--- config.mk ---
export PLATFORM = sky130hd
export DESIGN_NAME = avm_read_arbiter
export DESIGN_NICKNAME = d
export VERILOG_FILES = /design/src/rtl/avm_read_arbiter.sv
export SDC_FILE = /design/constraint.sdc
export NUM_CORES = 1
export LEC_CHECK = 0
export BUFFER_PORTS_ARGS = -buffer_cell sky130_fd_sc_hd__buf_2
export CAP_MARGIN = 30
export CORE_UTILIZATION = 36
export CTS_BUF_LIST = sky130_fd_sc_hd__clkbuf_16
export DETAILED_ROUTE_END_ITERATION = 16
export PLACE_DENSITY = 0.76
export SYNTH_ARGS = -nofsm -noshare
export SYNTH_HDL_FRONTEND = slang
export SYNTH_SLANG_ARGS = --single-unit
--- constraint.sdc ---
create_clock -name clk -period 2.21 [get_ports clk]
set_input_delay 0.221 -clock clk [delete_from_list [all_inputs] [get_ports clk]]
set_output_delay 0.221 -clock clk [all_outputs]
set_load 0.1 [all_outputs]
--- src/rtl/avm_read_arbiter.sv ---
// Round-robin arbiter sharing one 16-bit Avalon-MM read master among NREQ requesters.
// An in-order tag FIFO routes each readdatavalid beat back to the requester that issued it.
module avm_read_arbiter #(
  parameter int NREQ    = 2,
  parameter int MAXPEND = 8,
  parameter int AW      = 32
) (
  input  logic                         clk,
  input  logic                         reset,
  input  logic [NREQ-1:0]              s_read,
  input  logic [NREQ*AW-1:0]           s_address,
  input  logic [NREQ*2-1:0]            s_byteenable,
  output logic [NREQ-1:0]              s_waitrequest,
  output logic [15:0]                  s_readdata,
  output logic [NREQ-1:0]              s_readdatavalid,
  output logic                         avm_m0_read,
  output logic [AW-1:0]                avm_m0_address,
  output logic [1:0]                   avm_m0_byteenable,
  input  logic [15:0]                  avm_m0_readdata,
  input  logic                         avm_m0_readdatavalid,
  input  logic                         avm_m0_waitrequest,
  output logic [$clog2(MAXPEND+1)-1:0] pending,
  output logic                         orphan_err
);
  localparam int IW = $clog2(NREQ);
  localparam int PW = $clog2(MAXPEND+1);
  localparam int FW = (MAXPEND > 1) ? $clog2(MAXPEND) : 1;

  logic [IW-1:0] rr_ptr, lock_idx, grant, cand, head;
  logic          lock, gnt_vld, full, accept, pop, found;
  logic [IW-1:0] tag_mem [MAXPEND];
  logic [FW-1:0] wr_ptr, rd_ptr;

  function automatic logic [FW-1:0] nxt(input logic [FW-1:0] p);
    return (p == FW'(MAXPEND-1)) ? '0 : p + FW'(1);
  endfunction

  // A locked grant holds the address stable across waitrequest; otherwise search from rr_ptr.
  always_comb begin
    grant = rr_ptr;
    found = 1'b0;
    cand  = '0;
    if (lock) begin
      grant = lock_idx;
    end else begin
      for (int k = 0; k < NREQ; k++) begin
        cand = IW'((int'(rr_ptr) + k) % NREQ);
        if (!found && s_read[cand]) begin
          grant = cand;
          found = 1'b1;
        end
      end
    end
  end

  assign gnt_vld           = s_read[grant];
  assign full              = (pending == PW'(MAXPEND));
  assign avm_m0_read       = gnt_vld & ~full & ~reset;
  assign avm_m0_address    = gnt_vld ? s_address[int'(grant)*AW +: AW] : '0;
  assign avm_m0_byteenable = gnt_vld ? s_byteenable[int'(grant)*2 +: 2] : '0;
  assign accept            = avm_m0_read & ~avm_m0_waitrequest;
  assign head              = tag_mem[rd_ptr];
  assign pop               = avm_m0_readdatavalid & (pending != '0) & ~reset;
  assign s_readdata        = avm_m0_readdata;

  for (genvar i = 0; i < NREQ; i++) begin : g_req
    assign s_waitrequest[i]   = ~(accept && (grant == IW'(i)));
    assign s_readdatavalid[i] = pop && (head == IW'(i));
  end

  always_ff @(posedge clk) begin
    if (accept) tag_mem[wr_ptr] <= grant;
  end

  always_ff @(posedge clk or posedge reset) begin
    if (reset) begin
      rr_ptr     <= '0;
      lock       <= 1'b0;
      lock_idx   <= '0;
      wr_ptr     <= '0;
      rd_ptr     <= '0;
      pending    <= '0;
      orphan_err <= 1'b0;
    end else begin
      if (accept) begin
        rr_ptr <= (grant == IW'(NREQ-1)) ? '0 : grant + IW'(1);
        lock   <= 1'b0;
        wr_ptr <= nxt(wr_ptr);
      end else if (avm_m0_read) begin
        lock     <= 1'b1;
        lock_idx <= grant;
      end
      if (pop) rd_ptr <= nxt(rd_ptr);
      if (accept && !pop)      pending <= pending + PW'(1);
      else if (!accept && pop) pending <= pending - PW'(1);
      if (avm_m0_readdatavalid && pending == '0) orphan_err <= 1'b1;
    end
  end
endmodule

==> impl_metrics.csv, run 1 <==
group,metric,value,unit
layout,fin_nets,445,
clock_network,clock_latency,250,ps
clock_network,postCtsHoldBufs,0,
sta,max_freq,0.4490,GHz
synthesis,synthArstFlopShare,63.64,%
clock_network,cts_num_sinks,22,
floorplanning,dieArea,0.005524,mm²
detailed_routing,first_pass_iters,4,
synthesis,yosys-top-cells-area,"dfrtp_1, edfxtp_1, a21oi_1, nand3_1, o21ai_0",
sta,rsz0062_at_grt,"yes",
place,io_buffers,117,
worst_setup_path,crit_path_cell_trace,"nor4_4 > nor3b_2 > inv_1 > ha_2 > inv_4 > ha_4 > a21oi_2 > and3_1 > o21bai_1 > xnor2_1",
synthesis,ys_warn_count,0,
sta,relSlewSlack,63.36,%
sta,slew_viol_final,0,
detailed_routing,drt_wl_total,6.823,mm
global_routing,antenna_found_initial,0,
layout,area_delta_synth_final,88.90,%
layout,design_area,0.003557,mm²
clock_network,cts_buffers,3,
sta,skew,3.565,ps
synthesis,yosysTopAreaCellShare,18.60,%
synthesis,syn_nets,334,
sta,period_needed,2227,ps
floorplanning,ios,150,
run,cap_viol_max_count,0,
floorplanning,die_h,74.33,µm
run_status,violations,"setup timing",
place,placed_cell_area,0.003307,mm²
sta,layout_setup_ws,-17.21,ps
clock_network,cts_buffer_depth,2,
sta,min_period_over_period,100.8,%
global_routing,grt.total_usage,23.53,%
synthesis,synth_seq_area_share,31.36,%
floorplanning,start_util,38.59,%
clock_network,clkTransAtPathRegs,60,ps
synthesis,synthTopCellsByCount,"a21oi_1, nand3_1, o21ai_0, buf_4, clkbuf_1",
global_routing,grt.overflow.total,0,
detailed_routing,drtIter0Drc,120,
clock_network,ctsRootBufferMaster,"clkbuf_16",
worst_setup_path,crit_required,2380,ps
global_routing,grt_util_met2,43.54,%
global_routing,met3_usage,2.168,%
floorplanning,core_area,0.004880,mm²
global_routing,grtUsageMet1,28.24,%
floorplanning,die_x,74.33,µm
worst_setup_path,critPathTopFamily,"simple AND/OR/NAND/NOR gates",
place,dp_slack,-62.11,ps
clock_network,cts_max_level,1,
floorplanning,rows,25,
worst_setup_path,cp.arrival,2400,ps
global_routing,grt_max_degree,35,
run_status,status,"complete, but fails checks",
layout,drive_above_1_share,59.83,%
synthesis,synth_edf_count,8,
worst_setup_path,cp-start-kind,"flop",
worst_setup_path,path_class,"flop to flop",
detailed_routing,num_vias,2246,
place,place_congestion,0.8045,
synthesis,synth_seq_cells,22,
detailed_routing,vias_per_cell,5.438,
worst_setup_path,end_kind,"flop",
worst_setup_path,crit_fanout,4,
clock_network,cts_tree,"built",
layout,diodes,0,
place,dp_hpwl,4.999,mm
detailed_routing,drc,0,
synthesis,yosysMostFrequentCell,"a21oi_1",
sta,tightest_slew,549.0,ps
sta,finalHoldViolations,0,
synthesis,yosysUniqueCellTypes,36,
worst_setup_path,slowest_stage,"dfrtp_4",
global_routing,grt.busiest_layer,"met2",
synthesis,syn_area,0.001883,mm²
global_routing,grt_pass1_wl,10.13,mm
detailed_routing,ant_nets,0,
synthesis,synth_cells,236,
sta,finalSetupTns,-17.21,ps
worst_setup_path,cp_num_buf_inv,2,
worst_setup_path,slowest_delay,510,ps
global_routing,grt_pass1_vias,2227,
synthesis,synth.largest_area_cell,"dfrtp_1",
layout,fin_util,72.90,%
synthesis,synth_ff_type,"dfrtp_1",
synthesis,synth_area_per_cell,7.979,µm²
sta,setup_viol,1,
detailed_routing,routedWlPerCell,16.52,µm
hold_path,hold_class,"input port to async pin",
## metrics by stage
| stage | instances | hold slack, ps |
|---|---|---|
| 3_5_place_dp | 405 | 364.0 |
| 4_1_cts | 411 | 101.9 |
| 6_report | 413 | 87.47 |
| 5_1_grt | 413 | 137.9 |
| 2_1_floorplan | 236 | 110.3 |
| 3_3_place_gp | 405 | 355.1 |
## per-layer routing
layer	wire [µm]	share of wire [%]	vias to the layer above
li1	-	-	1065
met3	314	4.6	18
met2	3735	55	98
met1	2563	38	1065
met5	0	0	-
met4	209	3.1	0
## timing repair
action                                 4_1_cts  5_1_grt
endpoints found under the hold margin        0        0
cloned                                       1        0
gates resized for setup                     21       13
setup endpoints to repair                   28       29
pin swaps                                    3        8
buffers inserted                             1        2
## flip-flops by register name, indices dropped and copies added (netlist names)
signal / flops
orphan_err: 1
rd_ptr: 3
wr_ptr: 3
lock_idx: 1
tag_mem: 8
pending: 4
rr_ptr: 1
lock: 1
## worst paths after layout
check | from | end | slack (ps) | cells past startpoint
max | pending[1]$_DFFE_PP0P_ | pending[3]$_DFFE_PP0P_ | -20 | 10
max reg2reg | pending[1]$_DFFE_PP0P_ | pending[3]$_DFFE_PP0P_ | -20 | 10
min | reset | wr_ptr[0]$_DFFE_PP0P_ | 90 | 2
min reg2reg | orphan_err$_DFFE_PP0P_ | orphan_err$_DFFE_PP0P_ | 460 | 1
max in group asynchronous | reset | pending[3]$_DFFE_PP0P_ | 1710 | 2
min in group clk | avm_m0_readdatavalid | orphan_err$_DFFE_PP0P_ | 180 | 2
## cell usage in the layout, fill, tap and decap left out, types with 2 or more instances in the layout
cell type,count
buf_6,2
o21ai_0,30
nor3_1,5
ha_4,2
buf_2,79
mux2_2,6
dfrtp_1,10
xnor2_1,3
or4b_1,2
a21oi_2,5
clkbuf_16,3
ha_1,4
nand3b_1,2
nor4_4,2
nand3_1,34
buf_12,25
a21oi_4,30
buf_4,31
or3_1,2
nor2_2,2
o21ai_1,5
dfrtp_4,4
nand2_1,11
nor2_1,7
a21o_1,2
inv_1,4
edfxtp_1,8
mux4_2,2
buf_16,2
## kinds of logic after synthesis
family / synth area share (%)
DFF: 31.36
adders and majority gates: 5.714
and+or+nand+nor: 21.13
AOI/OAI and AO/OA: 21.86
muxes: 7.109
xor gates and xnor gates: 1.396
buffers and inverters: 11.43
## area by class of cell
cell class	instances	area, µm²
Clock buffer	3	75.07
Timing Repair Buffer	140	1214
Fill cell	360	1323
Multi-Input combinational cell	174	1524
Inverter	6	25.02
Tap cell	67	83.83
Sequential cell	22	605.6
Clock inverter	1	30.03
Power of run 1 is not shown: default switching activity piles up to over one toggle a cycle in this logic, so the estimate is an artifact.
==> run 2: changes to the inputs <==
--- a/config.mk
+++ b/config.mk
@@ -7,10 +7,10 @@
 export LEC_CHECK = 0
 export BUFFER_PORTS_ARGS = -buffer_cell sky130_fd_sc_hd__buf_2
 export CAP_MARGIN = 30
-export CORE_UTILIZATION = 36
+export CORE_UTILIZATION = 40
 export CTS_BUF_LIST = sky130_fd_sc_hd__clkbuf_16
 export DETAILED_ROUTE_END_ITERATION = 16
-export PLACE_DENSITY = 0.76
+export PLACE_DENSITY = 0.8
 export SYNTH_ARGS = -nofsm -noshare
 export SYNTH_HDL_FRONTEND = slang
 export SYNTH_SLANG_ARGS = --single-unit
==> constraint.sdc (replaced) <==
create_clock -name clk -period 2.2 [get_ports clk]
set_input_delay 0.22 -clock clk [delete_from_list [all_inputs] [get_ports clk]]
set_output_delay 0.22 -clock clk [all_outputs]
set_load 0.1 [all_outputs]
==> run 2 against run 1 <==
The flow finishes with violations (DRC, setup timing). Core utilization increased by 10 points. Via count increased by 2.0%. Maximum frequency decreased by 3.5%. Clock-buffer cell count unchanged. Die area decreased by 9.7%. Clock skew decreased by 0.88 ps. Sequential share of layout area decreased by 0.60 points. Critical endpoint unchanged.
==> impl_metrics.csv, run 2 (same netlist as run 1, synthesis figures left out) <==
group,metric,value,unit
clock_network,cts_num_sinks,22,
layout,largest_register_ffs,8,
run,cap_viol_max_count,0,
sta,setup_viol,2,
floorplanning,dieArea,0.004986,mm²
place,io_buffers,117,
sta,slew_viol_final,0,
sta,max_freq,0.4332,GHz
clock_network,cts_buffer_depth,2,
clock_network,postCtsHoldBufs,0,
floorplanning,rows,24,
sta,rsz0062_at_grt,"yes",
sta,relSlewSlack,63.33,%
floorplanning,die_h,70.61,µm
sta,layout_setup_ws,-108.4,ps
place,dp_hpwl,5.189,mm
global_routing,grt_pass1_wl,10.66,mm
worst_setup_path,ff2ff_path_depth,10,
layout,fin_nets,443,
floorplanning,die_x,70.61,µm
hold_path,hold_class,"input port to async pin",
detailed_routing,drt_wl_total,7.200,mm
sta,skew,2.684,ps
worst_setup_path,crit_path_cell_trace,"buf_6 > nor4b_4 > nor4_4 > ha_2 > inv_4 > ha_4 > a21oi_4 > and3_4 > o21bai_1 > xnor2_1",
clock_network,ctsRootBufferMaster,"clkbuf_16",
detailed_routing,met1Wirelength,2.884,mm
detailed_routing,wl_met3,384,µm
layout,reg.largest.list,"tag_mem x8, pending x4",
layout,area_delta_synth_final,95.81,%
layout,register_area,605.6,µm²
worst_setup_path,slowest_stage,"dfrtp_4",
run_status,violations,"DRC, setup timing",
layout,final_cell_mix,"buf_2, buf_12, nand3_1, a21oi_4, o21ai_0",
layout,diodes,0,
place,placed_cell_area,0.003473,mm²
layout,drive_above_1_share,58.43,%
worst_setup_path,critPathTopFamily,"simple AND/OR/NAND/NOR gates",
global_routing,grt.total_usage,26.50,%
worst_setup_path,crit_required,2330,ps
worst_setup_path,end_kind,"flop",
worst_setup_path,cp_num_buf_inv,2,
layout,nFillCells,256,
sta,min_period_over_period,104.9,%
sta,period_needed,2308,ps
sta,finalHoldViolations,0,
sta,tightest_slew,549.4,ps
detailed_routing,dr_wl_met2,3.816,mm
worst_setup_path,crit_fanout,5,
clock_network,clock_latency,250,ps
layout,max_flop_register,"tag_mem",
worst_setup_path,path_class,"flop to flop",
detailed_routing,drc,8,
layout,design_area,0.003687,mm²
clock_network,cts_buffers,3,
detailed_routing,first_pass_iters,10,
global_routing,grt_pass1_vias,2289,
layout,layout_commonest_cell,"buf_2",
global_routing,grt_max_degree,35,
detailed_routing,maxUsedRoutingLayer,"met4",
worst_setup_path,cp-start-kind,"flop",
floorplanning,ios,150,
place,place_congestion,0.7911,
detailed_routing,routedWlPerCell,18.18,µm
layout,multi_input_area,0.001529,mm²
detailed_routing,vias_per_cell,5.788,
worst_setup_path,slowest_delay,520,ps
worst_setup_path,crit_cells,10,
detailed_routing,drtIter0Drc,163,
detailed_routing,ant_nets,0,
clock_network,clkTransAtPathRegs,60,ps
clock_network,cts_max_level,1,
clock_network,cts_tree,"built",
floorplanning,core_area,0.004444,mm²
worst_setup_path,cp.arrival,2440,ps
floorplanning,start_util,42.37,%
detailed_routing,num_vias,2292,
global_routing,grt.overflow.total,0,
run_status,status,"complete, but fails checks",
global_routing,antenna_found_initial,0,
==> run 2: metrics by stage <==
step	hold WS, ps	worst slack (ps)	std cells	TNS, ps	utilization, %
4_1_cts	94.38	-10.70	389	-17.51	80.55
3_5_place_dp	361.8	-171.0	385	-184.1	78.15
3_3_place_gp	349.5	-21.36	385	-21.36	78.15
2_1_floorplan	109.3	-196.4	236	-247.7	-
6_report	89.98	-108.4	396	-138.5	82.97
5_1_grt	146.9	-175.0	396	-336.7	82.97
==> run 2: worst reg2reg max path, stage by stage, from the launching register on <==
cell      delay, ps
dfrtp_4         520
buf_6           140
nor4b_4         390
nor4_4           90
ha_2            200
inv_4            90
ha_4            220
a21oi_4         130
and3_4          190
o21bai_1         90
xnor2_1         140
==> run 2: what timing repair did <==
item,4_1_cts,5_1_grt
gates resized for setup,9,11
setup endpoints to repair,36,33
cloned,0,1
pin swaps,1,9
buffers inserted,0,6
==> run 2: routing by layer <==
layer  GRT usage (%)  vias up
met4           5.556        0
li1                -     1055
met5               0        -
met2           50.38       81
met1           31.18     1146
met3           4.701       10
==> run 2: final timing paths <==
path                                         from  slack [ps]                      to
max                        pending[2]$_DFFE_PP0P_        -110  pending[3]$_DFFE_PP0P_
min                                         reset          90   rd_ptr[0]$_DFFE_PP0P_
max reg2reg                pending[2]$_DFFE_PP0P_        -110  pending[3]$_DFFE_PP0P_
min reg2reg                orphan_err$_DFFE_PP0P_         490  orphan_err$_DFFE_PP0P_
max in group asynchronous                   reset        1700  pending[3]$_DFFE_PP0P_
min in group clk             avm_m0_readdatavalid         200  orphan_err$_DFFE_PP0P_
==> run 2: final cells by class <==
class / count / area share (%)
clock buffer: 3 / 2.036
clock inverter: 1 / 0.1018
inverter: 6 / 0.6787
multi-input combinational: 174 / 41.47
sequential: 22 / 16.42
tap: 52 / 1.765
timing repair buffer: 138 / 37.53
Power of run 2 is left out for the same reason.
